`src/rtl/add_sub_align_seq.sv`:
```
// Exponent-alignment sequencer for the FPU add/sub path: picks the larger operand and
// right-shifts the smaller mantissa through an external narrow shifter, tracking sticky.
module add_sub_align_seq #(
    parameter int EXP_W      = 8,
    parameter int MAN_W      = 24,
    parameter int SIZE_DATA  = MAN_W + 3,
    parameter int SIZE_SHIFT = 3
) (
    input  logic                  i_clk,
    input  logic                  i_rst_n,
    input  logic                  i_valid,
    output logic                  o_ready,
    input  logic [EXP_W-1:0]      i_exp_a,
    input  logic [EXP_W-1:0]      i_exp_b,
    input  logic [MAN_W-1:0]      i_man_a,
    input  logic [MAN_W-1:0]      i_man_b,
    output logic                  o_valid,
    input  logic                  i_ready,
    output logic [EXP_W-1:0]      o_exp,
    output logic                  o_swap,
    output logic [SIZE_DATA-1:0]  o_man_big,
    output logic [SIZE_DATA-1:0]  o_man_small,
    output logic [SIZE_SHIFT-1:0] o_shf_number,
    output logic [SIZE_DATA-1:0]  o_shf_data,
    input  logic [SIZE_DATA-1:0]  i_shf_data,
    output logic [1:0]            o_state
);
    // Handshake: a transfer happens on a rising edge where valid and ready are both 1;
    // the source holds its data stable from raising valid until that edge.
    localparam logic [1:0] S_IDLE  = 2'd0;
    localparam logic [1:0] S_SHIFT = 2'd1;
    localparam logic [1:0] S_DONE  = 2'd2;

    localparam logic [EXP_W-1:0] MAX_STEP   = EXP_W'(2**SIZE_SHIFT - 1);
    localparam logic [EXP_W-1:0] FLUSH_DIFF = EXP_W'(SIZE_DATA);

    logic [1:0]            state;
    logic [EXP_W-1:0]      exp_big;
    logic                  swap;
    logic [SIZE_DATA-1:0]  man_big;
    logic [SIZE_DATA-1:0]  data;
    logic [EXP_W-1:0]      rem;
    logic                  sticky;

    logic                  a_big;
    logic [EXP_W-1:0]      diff;
    logic [MAN_W-1:0]      man_big_in;
    logic [MAN_W-1:0]      man_small_in;
    logic [EXP_W-1:0]      step_wide;
    logic [SIZE_SHIFT-1:0] step;
    logic [SIZE_DATA-1:0]  mask;

    always_comb begin
        a_big        = (i_exp_a >= i_exp_b);
        diff         = a_big ? (i_exp_a - i_exp_b) : (i_exp_b - i_exp_a);
        man_big_in   = a_big ? i_man_a : i_man_b;
        man_small_in = a_big ? i_man_b : i_man_a;
        step_wide    = (rem > MAX_STEP) ? MAX_STEP : rem;
        step         = step_wide[SIZE_SHIFT-1:0];
        // Bits of data that fall off the bottom during this pass.
        mask         = ~({SIZE_DATA{1'b1}} << step);
    end

    always_ff @(posedge i_clk or negedge i_rst_n) begin
        if (!i_rst_n) begin
            state   <= S_IDLE;
            exp_big <= '0;
            swap    <= 1'b0;
            man_big <= '0;
            data    <= '0;
            rem     <= '0;
            sticky  <= 1'b0;
        end else begin
            case (state)
                S_IDLE: begin
                    if (i_valid) begin
                        exp_big <= a_big ? i_exp_a : i_exp_b;
                        swap    <= ~a_big;
                        man_big <= {man_big_in, 3'b000};
                        rem     <= diff;
                        if (diff == '0) begin
                            data   <= {man_small_in, 3'b000};
                            sticky <= 1'b0;
                            state  <= S_DONE;
                        end else if (diff >= FLUSH_DIFF) begin
                            data   <= '0;
                            sticky <= |man_small_in;
                            state  <= S_DONE;
                        end else begin
                            data   <= {man_small_in, 3'b000};
                            sticky <= 1'b0;
                            state  <= S_SHIFT;
                        end
                    end
                end
                S_SHIFT: begin
                    data   <= i_shf_data;
                    sticky <= sticky | (|(data & mask));
                    rem    <= rem - step_wide;
                    if (rem == step_wide) state <= S_DONE;
                end
                S_DONE: begin
                    if (i_ready) state <= S_IDLE;
                end
                default: state <= S_IDLE;
            endcase
        end
    end

    assign o_ready      = (state == S_IDLE);
    assign o_valid      = (state == S_DONE);
    assign o_exp        = exp_big;
    assign o_swap       = swap;
    assign o_man_big    = man_big;
    assign o_man_small  = {data[SIZE_DATA-1:1], data[0] | sticky};
    assign o_shf_data   = data;
    assign o_shf_number = (state == S_SHIFT) ? step : '0;
    assign o_state      = state;

endmodule
```
`config.mk`:
```
export PLATFORM = sky130hd
export DESIGN_NAME = add_sub_align_seq
export DESIGN_NICKNAME = d
export VERILOG_FILES = /design/src/rtl/add_sub_align_seq.sv
export SDC_FILE = /design/constraint.sdc
export NUM_CORES = 1
export LEC_CHECK = 0
export CORE_ASPECT_RATIO = 1.4
export CORE_MARGIN = 2
export CORE_UTILIZATION = 44
export DETAILED_ROUTE_END_ITERATION = 6
export GPL_TIMING_DRIVEN = 1
export PLACE_DENSITY = 0.88
export SYNTH_ARGS = -nofsm -noshare
export SYNTH_HDL_FRONTEND = slang
export SYNTH_SLANG_ARGS = --single-unit
```
`constraint.sdc`:
```
create_clock -name i_clk -period 2.75 [get_ports i_clk]
set_input_delay 0.275 -clock i_clk [delete_from_list [all_inputs] [get_ports i_clk]]
set_output_delay 0.275 -clock i_clk [all_outputs]
set_load 0.03 [all_outputs]
```
* Word-level counts from Yosys, hierarchy flattened
Index checks and enable logic that the tools add are counted.
** Word-level totals
- Register bits after elaboration :: 71
- Bits in latches :: 0
- Bits in writable memories :: 0
- ROM bits :: 0
- Bits of input ports :: 95
- Output and inout port bits :: 97
- Word-level logic and storage cells :: 55
- Memories :: 0
** Operators by class
- Add/subtract/negate cells :: 3
- $mul :: 0
- Divide/modulo/power cells :: 0
- Magnitude comparators :: 3
- Equality and inequality tests :: 6
- Shift operators :: 1
- Muxes and demuxes :: 22
- Bitwise operators :: 5
- Reductions and logical operators :: 8
** Operators with widths (count)
- $mux 27 :: 3
- $pmux 27 s2 :: 1
- $mux 24 :: 2
- $mux 8 :: 4
- $and 27x27->27 :: 1
- $not 27->27 :: 1
- $reduce_or 27->1 :: 1
- $shl 27x3->27 const A :: 1
- $reduce_or 24->1 :: 1
- $sub 8x8->8 :: 3
- $pmux 8 s2 :: 1
- $mux 2 :: 5
- $eq 8x8->1 :: 1
- $ge 8x5->1 const B :: 1
- $ge 8x8->1 :: 1
- $gt 8x3->1 const B :: 1
- $logic_not 8->1 :: 1
- $pmux 2 s3 :: 1
- $ne 2x2->1 const B :: 2
- $reduce_and 2->1 :: 2
- $mux 1 :: 3
- $mux 3 :: 1
- $reduce_and 3->1 :: 1
- $eq 2x1->1 const B :: 1
- other kinds (7) :: 8

* Longest topological paths before layout
- Word-level depth :: 8
- Depth in mapped cells :: 14
- Depth with buffers taken out :: 12

* Least setup slack after synthesis
No wires, ideal clock.
- Kind :: input port to flip-flop
- Start point :: input port i_exp_a[0]
- End point :: register data[10], in the netlist o_shf_data[10]
- Library setup time :: 74 ps
- Arrival :: 2549 ps
- Required time :: 2676 ps
- Path slack :: 127 ps
- Stages on the path :: 14
- Buffers on the path :: 2
- Path through :: inv_1 -> ha_1 -> inv_1 -> fa_1 -> a21o_1 -> a21oi_2 -> o21a_4 -> buf_6 -> mux2i_1 -> o211ai_1 -> a311oi_2 -> nand3_2 -> buf_6 -> o21ai_2
** Between the ends
- Word-level cells in the longest chain between the ends :: 7
- Elaborated cells on any way between the ends :: 11
- Those cells by class :: add/sub (2); order compare (2); mux (6); reduce/logical (1)
** Ends and longest elaborated chain
- start, declared :: line 13 : input logic [EXP_W-1:0] i_exp_a,
- $sub 8x8->8 or $ge 8x8->1 (tied branches) :: line 55, 54
- $mux 8 :: line 55 : diff = a_big ? (i_exp_a - i_exp_b) : (i_exp_b - i_exp_a);
- $ge 8x5->1 :: line 85 : end else if (diff >= FLUSH_DIFF) begin
- $mux 27 :: line 85
- $mux 27 * :: line 81 : if (diff == '0) begin
- $mux 27 * :: line 76 : if (i_valid) begin
- $pmux 27 s2 * :: line 74 : case (state)
- end signal, assigned :: line 82 : data <= {man_small_in, 3'b000};
- end signal, assigned :: line 90 : data <= {man_small_in, 3'b000};
- end signal, assigned :: line 97 : data <= i_shf_data;
- end, declared :: line 41 : logic [SIZE_DATA-1:0] data;
Mark *: on every way between the ends. The rest lies on a longest branch, timed or not. The select of a mux whose other input is x is not followed.
A chain may end at the register's enable or synchronous reset.

* Worst setup path after layout
- Start point :: input port i_exp_b[1]
- End point :: register data[14], in the netlist o_shf_data[14]
** Between the ends
- Word-level cells in the longest chain between the ends :: 7
- Elaborated cells on any way between the ends :: 11
- Those cells by class :: add/sub (2); order compare (2); mux (6); reduce/logical (1)
** Ends and longest elaborated chain
- start, declared :: line 14 : input logic [EXP_W-1:0] i_exp_b,
- $sub 8x8->8 or $ge 8x8->1 (tied branches) :: line 55, 54
- $mux 8 :: line 55
- $ge 8x5->1 :: line 85
- $mux 27 :: line 85
- $mux 27 * :: line 81
- $mux 27 * :: line 76
- $pmux 27 s2 * :: line 74
Marked as above.

==> flow_summary.toml <==
[run]
max_cap_violations = 0

[synthesis]
ys_types = 49
synth_ff_type = "dfrtp_1"
yosysSeqAreaShare_pct = 38.16
ys_seq_elements = 71
ys.warnings.count = 0
synth_edf_count = 0
synthesis.area_mm2 = 0.004656
synthCells = 503
syn_avg_cell_area_um2 = 9.256
postSynth.asyncResetShare_pct = 100.0

[clock_tree]
h-tree-depth = 3
clk_pin_slew_worst_paths_ps = 60
cts.sinks = 71
clk_latency_ps = 340
cts_buffers = 9
cts_tree = "built"
cts_root_buf = "clkbuf_16"
clockBufferDepth = 2
cts.hold.buffers_added = 0

[global_routing]
grt_pass1_vias = 4956
grt_pass1_wl_um = 25740
grt_overflow = 0
grt_max_degree = 72
grt_util_all_layers_pct = 28.20
antenna_found_initial = 0

[placement]
dp_hpwl_um = 12170
place_congestion = 0.9044
port_buffers = 188

[sta]
period_minus_slack_ps = 2678
slew_violations = 0
fin_skew_ps = 4.636
timing.slew.headroom_pct = 36.40
finalSetupTns_ps = 0
max_freq_mhz = 373.4
hold_slack_ps = 81.74
tightest_slew_ps = 953.9
timing.final.crit_share_pct = 97.39
hold_viol_final = 0
setup_violations = 0

[final_layout]
diodes = 0
fin_nets = 822
layout.cells.most_common_list = "clkdlybuf4s50_1 (168), dfrtp_1 (71), buf_4 (58), nand2_1 (55), mux2i_1 (49)"
layout_commonest_cell = "clkdlybuf4s50_1"
nFillCells = 745
drive_gt1_share_pct = 21.04
syn_to_final_growth_pct = 59.80

[route]
drc = 0
num_vias = 4815
vias_per_cell = 5.658
dr.pass1.iters = 5
routedWlPerCell_um = 20.10
postRouteAntennaNets = 0
first_iter_violations = 363
routed_wl_um = 17110

[power_and_ir_drop]
p_per_area_mw_per_mm2 = 1043
leakage_nw = 3.375
ir_drop_v = 0.0005238

[floorplan]
dieArea_mm2 = 0.01143
coreArea_mm2 = 0.01035
die-height_um = 125.7
die_w_um = 90.94
num_rows = 44
start_util_pct = 44.98
io_pins = 192

[worst_setup_path]
worst_ep_arrival_time_ps = 2950
required_ps = 3020
endpoint_kind = "flip-flop"
path_max_fanout = 7
cp-start-kind = "input port"
critPathKind = "input port to flip-flop"

[hold_path]
hp-class = "input port to asynchronous set/reset pin"

[run_status]
status = "completed"
==> critical path: stages <==
cell	delay [ps]
dlygate4sd2_1	260
inv_2	70
fa_2	370
a21o_1	210
a21oi_2	190
o21a_4	220
mux2i_2	240
o211ai_1	140
a311oi_2	310
buf_4	170
nand3_4	160
buf_12	200
o21ai_2	120
==> area by class of cell <==
type,count,area (um2),share of cell area [%]
Multi-Input combinational cell,355,2643,35.52
Sequential cell,71,1777,23.88
Tap cell,138,172.7,2.321
Clock buffer,12,256.5,3.448
Clock inverter,4,76.32,1.026
Timing Repair Buffer,252,2444,32.85
Inverter,19,71.32,0.9586
==> worst paths after layout <==
| kind | startpoint | end | cells past startpoint | slack (ps) |
|---|---|---|---|---|
| max in group asynchronous | i_rst_n | o_shf_data[2]$_DFFE_PN0P_ | 1 | 2050 |
| min in group i_clk | i_exp_b[0] | o_exp[0]$_DFFE_PN0P_ | 3 | 350 |
| hold reg to reg | o_man_big[22]$_DFFE_PN0P_ | o_man_big[22]$_DFFE_PN0P_ | 2 | 480 |
| hold / removal | i_rst_n | o_shf_data[18]$_DFFE_PN0P_ | 1 | 80 |
| setup / recovery | i_exp_b[1] | o_shf_data[14]$_DFFE_PN0P_ | 13 | 70 |
| setup reg to reg | rem[4]$_DFFE_PN0P_ | rem[4]$_DFFE_PN0P_ | 8 | 370 |
==> cell families (layout without fill, tap and decap cells) <==
logic type                 count (synthesis)  in the layout  share of synthesized area, %
xor gates and xnor gates                   5              5                        0.9408
other                                      1              3                       0.08055
buffers and inverters                     79            287                         9.702
muxes                                     53             53                         11.39
AOI/OAI and AO/OA                        153            153                         22.31
DFF                                       71             71                         38.16
and+or+nand+nor                          122            122                         11.99
adders and majority gates                 19             19                         5.429
==> what timing repair did <==
item / in CTS / in global routing
cloned: 1 / 0
resized for setup: 29 / 52
pin swaps: 10 / 24
buffers inserted: 3 / 5
hold endpoints to repair: 0 / 0
setup endpoints to repair: 43 / 38
==> routing by layer <==
layer	track usage, %	share of wire (%)	up-vias
li1	-	-	2191
met1	32.78	37	2346
met2	50.28	54	229
met3	5.502	6.1	49
met4	12.03	3.1	0
met5	0	0	-
==> state kept, by name (all words and copies together), names as in the netlist <==
register / count
o_exp: 8
o_swap: 1
rem: 8
sticky: 1
o_man_big: 24
o_state: 2
o_shf_data: 27
==> synthesized netlist by cell type (all sizes together), types with 4 or more instances <==
cell | number | area [um2]
nand2 | 57 | 214.0
inv | 19 | 71.32
o211ai | 6 | 45.04
o21ai | 72 | 435.4
nor2 | 23 | 86.33
nor4 | 12 | 75.07
nor2b | 4 | 25.02
nand2b | 6 | 37.54
a21oi | 19 | 102.6
a211oi | 4 | 30.03
nand3 | 7 | 40.04
a22oi | 25 | 187.7
mux2i | 53 | 530.5
ha | 17 | 212.7
dfrtp | 71 | 1777
buf | 41 | 309.0
clkbuf | 19 | 71.32
==> per-stage QoR <==
stage | std cells | power (mW) | setup slack [ps] | util (%) | cell area [um2]
after CTS | 846 | 7.670 | 3.281 | 70.12 | 7257
after detailed placement | 826 | 6.296 | -742.3 | 65.51 | 6780
after global placement | 826 | 6.161 | -626.5 | 65.51 | 6780
after floorplan | 505 | 4.544 | 126.9 | - | 4663
final | 851 | 7.763 | 71.70 | 71.88 | 7440
after global routing | 851 | 8.110 | -30.87 | 71.88 | 7440
==> report_power, final <==
| group | internal (mW) | switching [mW] | total [mW] |
|---|---|---|---|
| logic | 1.89 | 2.62 | 4.51 |
| registers | 1.53 | 0.404 | 1.93 |
| clock network | 0.848 | 0.470 | 1.32 |
| total | 4.27 | 3.49 | 7.76 |
Note: power is estimated with default switching activity, not from simulation.
